**src/rtl/spi_kick_pkg.sv**
```systemverilog
// ============================================================================
// spi_kick_pkg : shared types and helpers for the KICK-driven SPI master
// Revision     : 1.0
// ============================================================================
`timescale 1ns/1ps
`default_nettype none

package spi_kick_pkg;

  typedef enum logic [2:0] {
    IDLE  = 3'd0,
    SETUP = 3'd1,
    SHIFT = 3'd2,
    HOLD  = 3'd3,
    GAP   = 3'd4
  } state_t;

  // Cycles BUSY stays high for one transaction.
  function automatic int total_busy_cycles(input int word_width, input int clk_div,
                                           input int cs_setup, input int cs_hold,
                                           input int cs_gap);
    return cs_setup + 2 * clk_div * word_width + cs_hold + cs_gap;
  endfunction

endpackage

`default_nettype wire

```
**src/rtl/spi_kick_master_bit_timer.sv**
```systemverilog
// ============================================================================
// spi_bit_timer : SCLK rise/fall strobes and bit counting while run is high
// Revision      : 1.0
// ============================================================================
`timescale 1ns/1ps
`default_nettype none

module spi_bit_timer #(
  parameter int WORD_WIDTH = 16,
  parameter int CLK_DIV    = 4
) (
  input  logic CLK,
  input  logic RESET,
  input  logic run,
  output logic rise,
  output logic fall,
  output logic last_bit
);

  localparam int BW = $clog2(WORD_WIDTH + 1);

  logic [15:0]   r_phase;
  logic          r_high;
  logic [BW-1:0] r_bit;
  logic          w_end;

  assign w_end    = (r_phase == 16'(CLK_DIV - 1));
  assign rise     = run && w_end && !r_high;
  assign fall     = run && w_end && r_high;
  assign last_bit = (r_bit == BW'(WORD_WIDTH - 1));

  // Timer idles at zero outside SHIFT so each word starts with a full low half.
  always_ff @(posedge CLK) begin
    if (RESET || !run) begin
      r_phase <= '0;
      r_high  <= 1'b0;
      r_bit   <= '0;
    end else if (w_end) begin
      r_phase <= '0;
      r_high  <= ~r_high;
      if (r_high) r_bit <= r_bit + 1'b1;
    end else begin
      r_phase <= r_phase + 16'd1;
    end
  end

endmodule

`default_nettype wire

```
**src/rtl/spi_kick_master.sv**
```systemverilog
// ============================================================================
// spi_kick_master : one mode-0 SPI word transfer per rising edge of KICK
// Revision        : 1.0
// ============================================================================
`timescale 1ns/1ps
`default_nettype none

module spi_kick_master
  import spi_kick_pkg::*;
#(
  parameter int WORD_WIDTH = 16,
  parameter int CLK_DIV    = 4,
  parameter int CS_SETUP   = 2,
  parameter int CS_HOLD    = 2,
  parameter int CS_GAP     = 2
) (
  input  logic                  CLK,
  input  logic                  RESET,
  input  logic                  KICK,
  output logic                  BUSY,
  input  logic [WORD_WIDTH-1:0] TX_DATA,
  output logic [WORD_WIDTH-1:0] RX_DATA,
  output logic                  RX_VALID,
  output logic [15:0]           XFER_COUNT,
  output logic                  SCLK,
  output logic                  MOSI,
  input  logic                  MISO,
  output logic                  CS_N
);

  state_t                r_state;
  logic                  r_kick;
  logic [15:0]           r_cnt;
  logic [WORD_WIDTH-1:0] r_tx;
  logic [WORD_WIDTH-1:0] r_rx;
  logic [WORD_WIDTH-1:0] w_tx_shift;
  logic                  w_rise;
  logic                  w_fall;
  logic                  w_last_bit;

  assign w_tx_shift = r_tx << 1;

  spi_bit_timer #(
    .WORD_WIDTH (WORD_WIDTH),
    .CLK_DIV    (CLK_DIV)
  ) u_bit_timer (
    .CLK      (CLK),
    .RESET    (RESET),
    .run      (r_state == SHIFT),
    .rise     (w_rise),
    .fall     (w_fall),
    .last_bit (w_last_bit)
  );

  always_ff @(posedge CLK) begin
    if (RESET) begin
      r_state    <= IDLE;
      r_kick     <= 1'b1;
      r_cnt      <= '0;
      r_tx       <= '0;
      r_rx       <= '0;
      BUSY       <= 1'b0;
      RX_DATA    <= '0;
      RX_VALID   <= 1'b0;
      XFER_COUNT <= '0;
      SCLK       <= 1'b0;
      MOSI       <= 1'b0;
      CS_N       <= 1'b1;
    end else begin
      r_kick   <= KICK;
      RX_VALID <= 1'b0;
      case (r_state)
        IDLE: begin
          if (KICK && !r_kick) begin
            r_state <= SETUP;
            BUSY    <= 1'b1;
            CS_N    <= 1'b0;
            r_tx    <= TX_DATA;
            r_rx    <= '0;
            MOSI    <= TX_DATA[WORD_WIDTH-1];
            r_cnt   <= 16'(CS_SETUP - 1);
          end
        end
        SETUP: begin
          if (r_cnt == 16'd0) r_state <= SHIFT;
          else                r_cnt   <= r_cnt - 16'd1;
        end
        SHIFT: begin
          if (w_rise) begin
            SCLK <= 1'b1;
            r_rx <= (r_rx << 1) | WORD_WIDTH'(MISO);
          end
          // The final falling edge hands the word off instead of shifting.
          if (w_fall) begin
            SCLK <= 1'b0;
            if (w_last_bit) begin
              r_state    <= HOLD;
              r_cnt      <= 16'(CS_HOLD - 1);
              RX_DATA    <= r_rx;
              RX_VALID   <= 1'b1;
              XFER_COUNT <= XFER_COUNT + 16'd1;
            end else begin
              r_tx <= w_tx_shift;
              MOSI <= w_tx_shift[WORD_WIDTH-1];
            end
          end
        end
        HOLD: begin
          if (r_cnt == 16'd0) begin
            r_state <= GAP;
            CS_N    <= 1'b1;
            MOSI    <= 1'b0;
            r_cnt   <= 16'(CS_GAP - 1);
          end else begin
            r_cnt <= r_cnt - 16'd1;
          end
        end
        GAP: begin
          if (r_cnt == 16'd0) begin
            r_state <= IDLE;
            BUSY    <= 1'b0;
          end else begin
            r_cnt <= r_cnt - 16'd1;
          end
        end
        default: begin
          r_state <= IDLE;
          CS_N    <= 1'b1;
          BUSY    <= 1'b0;
          SCLK    <= 1'b0;
        end
      endcase
    end
  end

endmodule

`default_nettype wire

```
**config.mk**
```make
export PLATFORM = sky130hd
export DESIGN_NAME = spi_kick_master
export DESIGN_NICKNAME = d
export VERILOG_FILES = /design/src/rtl/spi_kick_pkg.sv /design/src/rtl/spi_kick_master_bit_timer.sv /design/src/rtl/spi_kick_master.sv
export SDC_FILE = /design/constraint.sdc
export NUM_CORES = 1
export LEC_CHECK = 0
export CAP_MARGIN = 20
export CORE_ASPECT_RATIO = 1.25
export CORE_MARGIN = 2
export CORE_UTILIZATION = 45
export CTS_CLUSTER_DIAMETER = 200
export DETAILED_ROUTE_END_ITERATION = 12
export GPL_TIMING_DRIVEN = 0
export PLACE_DENSITY_LB_ADDON = 0.2
export SLEW_MARGIN = 10
export SYNTH_ARGS = -nofsm -noshare
export SYNTH_HDL_FRONTEND = slang
export SYNTH_SLANG_ARGS = --single-unit
```
**constraint.sdc**
```tcl
create_clock -name CLK -period 5.05 [get_ports CLK]
set_input_delay 1.01 -clock CLK [delete_from_list [all_inputs] [get_ports CLK]]
set_output_delay 1.01 -clock CLK [all_outputs]
set_load 0.03 [all_outputs]
```
# Word level (Yosys, flattened, before mapping)
# Index checks and enable logic that the tools add are counted.
# Widths: inputs -> output; s select.
# classes
n_eq_ne	16
muxes	34
add_sub_neg	4
n_reduce_logical	29
n_bitwise	7
# op_table
cell	n
$mux 16	7
$pmux 16 s4	1
$mux 15	3
$add 16x1->16 const B	2
$pmux 16 s2	1
$pmux 15 s2	1
$mux 3	6
$ne 2x2->1 const B	9
$eq 16x2->1 const B	1
$logic_not 16->1	1
$or 16x1->16	1
$sub 16x1->16 const B	1
$pmux 3 s5	1
$reduce_and 3->1	4
$mux 1	10
$reduce_and 5->1	2
$pmux 1 s3	3
$reduce_or 3->1	3
$eq 3x2->1 const B	2
$not 1->1	6
$reduce_and 6->1	1
$add 5x1->5 const B	1
$eq 5x4->1 const B	1
$logic_and 1x1->1	4
other kinds (14)	18
# totals
output_inout_bits	37
word_cells	105
in_bits	20
reg_bits	110

# Logic depth before layout (Yosys ltp)
# depth
ltp_word	6
ltp_mapped	9
mapped_depth_nobuf	8

# Modules after synthesis
# A second synthesis with hierarchy kept.
# hier_totals
hier_cells	568
hier_area_um2	4713.3
# by_module_without_submodules
module	instances	seq_area_each_um2	cells_each	area_each_um2
spi_kick_master	1	1761.7	455	3669.8
spi_bit_timer	1	440.4	113	1043.5

# Worst setup path before layout
# No wires, ideal clock.
# synth_timing
path_kind	flip-flop to flip-flop
start	reg r_cnt[0]
end	reg r_cnt[8]
required_ps	4933
path_slack_ps	2523
setup_time_ps	117
path_buffers	1
arrival_time_ps	2410
path_stages_with_launch	9
synth_period_minus_slack_ps	2527
cell_sequence	dfxtp_1 inv_1 ha_1 or4b_4 or4_1 buf_2 a21o_1 a211o_1 a32o_1
# synth_between
elab_chain_cells	3
word_cells_on_any_way	7
classes_between	add/sub (1); eq/ne (1); mux (3); reduce/logical (2)
# synth_rtl
item	line_no	text
from (decl)	spi_kick_master.sv:33	logic [15:0] r_cnt;
from (signal assigned)	spi_kick_master.sv:81	r_cnt <= 16'(CS_SETUP - 1);
from (signal assigned)	spi_kick_master.sv:86	else r_cnt <= r_cnt - 16'd1;
from (signal assigned)	spi_kick_master.sv:98	r_cnt <= 16'(CS_HOLD - 1);
$sub 16x1->16 or $logic_not 16->1 (tied branches)	--	
$mux 16 (tied with other cells)	spi_kick_master.sv:85, spi_kick_master.sv:119	
$pmux 16 s4 or $reduce_and 5->1 (tied branches)	--	
# Parallel ways exist; a longest one is shown, timed or not. The select of a mux whose other input is x is not followed.
# A chain may end at the register's enable or synchronous reset.

# Worst setup path in the final report
# layout_timing
start	reg u_bit_timer.r_phase[0]
end	reg RX_DATA[12]
# layout_between
elab_chain_cells	4
# layout_rtl
item	line_no	text
from (decl)	spi_kick_master_bit_timer.sv:22	logic [15:0] r_phase;
from (signal assigned)	spi_kick_master_bit_timer.sv:43	r_phase <= r_phase + 16'd1;
$eq 16x2->1	spi_kick_master_bit_timer.sv:27	assign w_end = (r_phase == 16'(CLK_DIV - 1));
$logic_and 1x1->1 (2 in a row)	spi_kick_master_bit_timer.sv:29	assign fall = run && w_end && r_high;
$reduce_and 3->1 (no source line)	--	
to (signal assigned)	spi_kick_master.sv:99	RX_DATA <= r_rx;
to (decl)	spi_kick_master.sv:22	output logic [WORD_WIDTH-1:0] RX_DATA,
# No other way between the ends.

==> impl_metrics.prom <==
# TYPE chip_impl_metric gauge
chip_impl_metric{name="critPathMaxFanout",unit=""} 10
chip_impl_info{name="crit_type",value="flop to flop"} 1
chip_impl_metric{name="grt_usage",unit=""} 0.216
chip_impl_metric{name="cellInternalPower",unit="uW"} 1560
chip_impl_metric{name="detailed_place_hpwl",unit="mm"} 9.19
chip_impl_info{name="crit_path_start",value="u_bit_timer.r_phase[0]"} 1
chip_impl_metric{name="timing.hold.ws",unit="ns"} 0.447
chip_impl_metric{name="drt_wl_total",unit="mm"} 13.0
chip_impl_metric{name="min_period",unit="ns"} 3.03
chip_impl_metric{name="longest_individual_stage_delay_on_the_worst_path",unit="ns"} 0.73
chip_impl_info{name="endpoint",value="RX_DATA[12]"} 1
chip_impl_metric{name="number_of_enable_flip_flop_cells_after_synthesis",unit=""} 0
chip_impl_metric{name="cts.clk_slew.worst_paths",unit="ns"} 0.07
chip_impl_metric{name="die_height",unit="um"} 122
chip_impl_metric{name="clk_latency",unit="ns"} 0.35
chip_impl_info{name="critPathLaunchType",value="flop"} 1
chip_impl_metric{name="wl_per_cell",unit="um"} 15.9
chip_impl_metric{name="dr.first_iter.drc_count",unit=""} 307
chip_impl_metric{name="gp_routability_congestion",unit=""} 0.873
chip_impl_metric{name="number_of_distinct_library_cell_variants_in_the_gate_level_netlist_after_synthesis",unit=""} 47
chip_impl_metric{name="ctsLongestPathBuffers",unit=""} 2
chip_impl_metric{name="period_share",unit=""} 0.601
chip_impl_metric{name="sum_of_negative_setup_slack",unit="ns"} 0
chip_impl_metric{name="number_of_antenna_violations_at_the_first_check_in_global_routing",unit=""} 0
chip_impl_metric{name="filler_cell_count",unit=""} 1043
chip_impl_metric{name="timing.final.setup_violations",unit=""} 0
chip_impl_metric{name="start_util",unit=""} 0.455
chip_impl_metric{name="die_width",unit="um"} 98.2
chip_impl_metric{name="final-hold-violation-count",unit=""} 0
chip_impl_info{name="critical_path.reg2reg.startpoint",value="u_bit_timer.r_phase[0]"} 1
chip_impl_info{name="synth_area_leader_cell",value="dfxtp_1"} 1
chip_impl_info{name="critical_path.reg2reg.endpoint",value="RX_DATA[12]"} 1
chip_impl_metric{name="first_global_vias",unit=""} 4640
chip_impl_metric{name="port_buffers",unit=""} 56
chip_impl_metric{name="via_count",unit=""} 4748
chip_impl_metric{name="postSynthRegisterBits",unit=""} 110
chip_impl_metric{name="synth_warnings",unit=""} 0
chip_impl_info{name="endpoint_kind",value="flop"} 1
chip_impl_metric{name="ios",unit=""} 57
chip_impl_metric{name="syn-cell-area",unit="um^2"} 4990
chip_impl_metric{name="worstRegToRegCells",unit=""} 7
chip_impl_metric{name="count_of_antenna_diodes_in_the_layout",unit=""} 0
chip_impl_metric{name="ant_nets",unit=""} 0
chip_impl_metric{name="cts_inserted_buffers",unit=""} 9
chip_impl_metric{name="netlist_instances",unit=""} 607
chip_impl_metric{name="total_switching_power",unit="uW"} 738
chip_impl_metric{name="h-tree-depth",unit=""} 3
chip_impl_metric{name="final_nets",unit=""} 700
chip_impl_metric{name="firstDrtPassIters",unit=""} 5
chip_impl_metric{name="synth.top_cell.area_share",unit=""} 0.441
chip_impl_info{name="path_cells",value="ha_1 -> nor4b_1 -> nand4_1 -> nor3_2 -> clkbuf_1 -> nand2_1 -> a21oi_1"} 1
chip_impl_metric{name="cts_sinks",unit=""} 110
chip_impl_metric{name="cellLeakagePower",unit="uW"} 0.00196
chip_impl_info{name="cp_slowest_cell",value="nor3_2"} 1
chip_impl_metric{name="regArea",unit="um^2"} 2200
chip_impl_metric{name="timing.final.max_slew_violations",unit=""} 0
chip_impl_metric{name="synthesis.nets",unit=""} 632
chip_impl_metric{name="fmax",unit="GHz"} 0.330
chip_impl_metric{name="slew_of_the_pin_with_the_lowest_slew_margin",unit="ns"} 0.847
chip_impl_info{name="rsz_0062_raised_after_global_routing",value="no"} 1
chip_impl_metric{name="p_clk_frac",unit=""} 0.318
chip_impl_metric{name="crit_required",unit="ns"} 5.32
chip_impl_metric{name="pwr-share-seq",unit=""} 0.416
chip_impl_info{name="synth_common_cells",value="110 x dfxtp_1, 72 x a21oi_1, 68 x nand2_1"} 1
chip_impl_info{name="ys_dominant_reg_cell",value="dfxtp_1"} 1
chip_impl_metric{name="synth_sequential_area_ratio",unit=""} 0.441
chip_impl_metric{name="max_cap_viol_count",unit=""} 0
chip_impl_metric{name="core.rowCount",unit=""} 43
chip_impl_metric{name="design.core.area",unit="um^2"} 11000
chip_impl_info{name="result_of_the_run",value="finished clean"} 1
chip_impl_metric{name="drive_above_1_share",unit=""} 0.0471
chip_impl_metric{name="global_route.overflow_total",unit=""} 0
chip_impl_metric{name="drc_errors",unit=""} 0
chip_impl_metric{name="peakVddDrop",unit="mV"} 0.165
chip_impl_metric{name="syn_to_final_growth",unit="%"} 20.9
chip_impl_metric{name="swShare",unit=""} 0.321
chip_impl_metric{name="worst_clock_skew",unit="ns"} 0.00849
chip_impl_metric{name="resized_after_cts",unit=""} 0
chip_impl_info{name="yosysMostFrequentCell",value="dfxtp_1"} 1
chip_impl_metric{name="multi_input_area",unit="um^2"} 2560
chip_impl_metric{name="grt_first_pass_wirelength",unit="mm"} 21.3
chip_impl_metric{name="timing.max_slew.rel_slack",unit=""} 0.430
chip_impl_metric{name="p_comb_frac",unit=""} 0.266
chip_impl_metric{name="reg2reg_setup_slack",unit="ns"} 2.02
chip_impl_metric{name="cts_hold_repair.buffers",unit=""} 0
chip_impl_info{name="ys_top_cells_by_area",value="dfxtp_1 44%, a21oi_1 7.2%, nand2_1 5.1%"} 1
chip_impl_metric{name="fp.dieArea",unit="um^2"} 11900
chip_impl_metric{name="cellPowerDensity",unit="nW/um^2"} 381
chip_impl_metric{name="critPathArrivalTime",unit="ns"} 3.30
chip_impl_metric{name="async_flop_share",unit=""} 0
chip_impl_info{name="min-delay-path-class",value="flop to flop"} 1
chip_impl_metric{name="post_detailed_route_via_to_cell_ratio",unit=""} 5.83
chip_impl_info{name="clock_tree.root_cell",value="clkbuf_16"} 1
chip_impl_metric{name="grt_start_max_net_pins",unit=""} 18
chip_impl_info{name="tritoncts",value="done"} 1
chip_impl_metric{name="syn_area_per_cell",unit="um^2"} 8.22
chip_impl_metric{name="cts.repair_timing.setup_buffer_count",unit=""} 0
[area by class of cell]
class / count / share of cell area
timing repair buffer: 57 / 0.0937
clock inverter: 5 / 0.00954
tap: 135 / 0.0280
multi-input combinational: 439 / 0.425
sequential: 110 / 0.365
inverter: 12 / 0.00747
buffer: 46 / 0.0292
clock buffer: 11 / 0.0419
[cell families (layout without fill, tap and decap cells)]
group	count (synthesis)	count (layout)	share of synthesized area
AOI/OAI and AO/OA	150	150	0.190
muxes	1	1	0.00226
and+or+nand+nor	252	252	0.255
xor gates and xnor gates	31	31	0.0544
DFF	110	110	0.441
buffers and inverters	58	131	0.0444
adders and majority gates	5	5	0.0125
[flip-flops by register name (all words and copies together), names as in the netlist, 3 cells and up]
signal               cells
XFER_COUNT              16
r_state                  3
r_tx                    15
RX_DATA                 16
u_bit_timer.r_bit        5
u_bit_timer.r_phase     16
r_rx                    16
r_cnt                   16
[routing by layer]
metal / track usage / wire length [um]
met5: 0 / 0
met3: 0.0310 / 661
met4: 0.0813 / 193
met2: 0.378 / 6490
met1: 0.270 / 5640
[critical path, delay by kind of cell, from the launching register on]
family | cells | cell delay (ns)
AOI/OAI and AO/OA | 1 | 0.18
adders and majority gates | 1 | 0.22
buffers and inverters | 1 | 0.51
DFF | 1 | 0.35
and+or+nand+nor | 4 | 1.70
[metrics by stage]
stage          total power, uW  instance area (um^2)  cells  worst slack, ns   util
6_report                  2300                  6030    815             2.02  0.550
5_1_grt                   2400                  6030    815             1.74  0.550
4_1_cts                   2290                  6030    815             2.09  0.550
3_5_place_dp              1570                  5720    799             1.94  0.521
3_3_place_gp              1530                  5720    798             2.01  0.521
2_1_floorplan             1400                  4990    607             2.52      -
[cells in the final DEF (no fill, tap or decap), drive strengths merged, types with 7 or more instances in the layout]
cell type	count
or3	9
or4	15
clkbuf	52
nor3	11
nand4	26
xnor2	21
nor4	16
nor2	52
dfxtp	110
inv	12
xor2	10
a311oi	15
a211o	7
nand3	28
o31ai	11
nand2	68
o21ai	25
a21oi	72
clkdlybuf4s50	56
[worst min path at each step]
| stage | end | cells past startpoint | from |
|---|---|---|---|
| final | u_bit_timer.r_phase[0] | 1 | u_bit_timer.r_phase[0] |
| after global routing | RX_DATA[2] | 2 | RX_DATA[2] |
| after CTS | u_bit_timer.r_phase[0] | 1 | u_bit_timer.r_phase[0] |
| after detailed placement | u_bit_timer.r_phase[0] | 1 | u_bit_timer.r_phase[0] |
| after global placement | u_bit_timer.r_phase[0] | 1 | u_bit_timer.r_phase[0] |
| after floorplan | u_bit_timer.r_phase[0] | 1 | u_bit_timer.r_phase[0] |
[power by group through the flow]
stage	clock, uW	sequential, uW	combinational [uW]
floorplan	0	972	426
detailed placement	0	975	594
global route	770	963	671
CTS	736	955	599
finish	730	957	611
global placement	0	972	561
No activity file was read; power rests on OpenSTA's default activity.
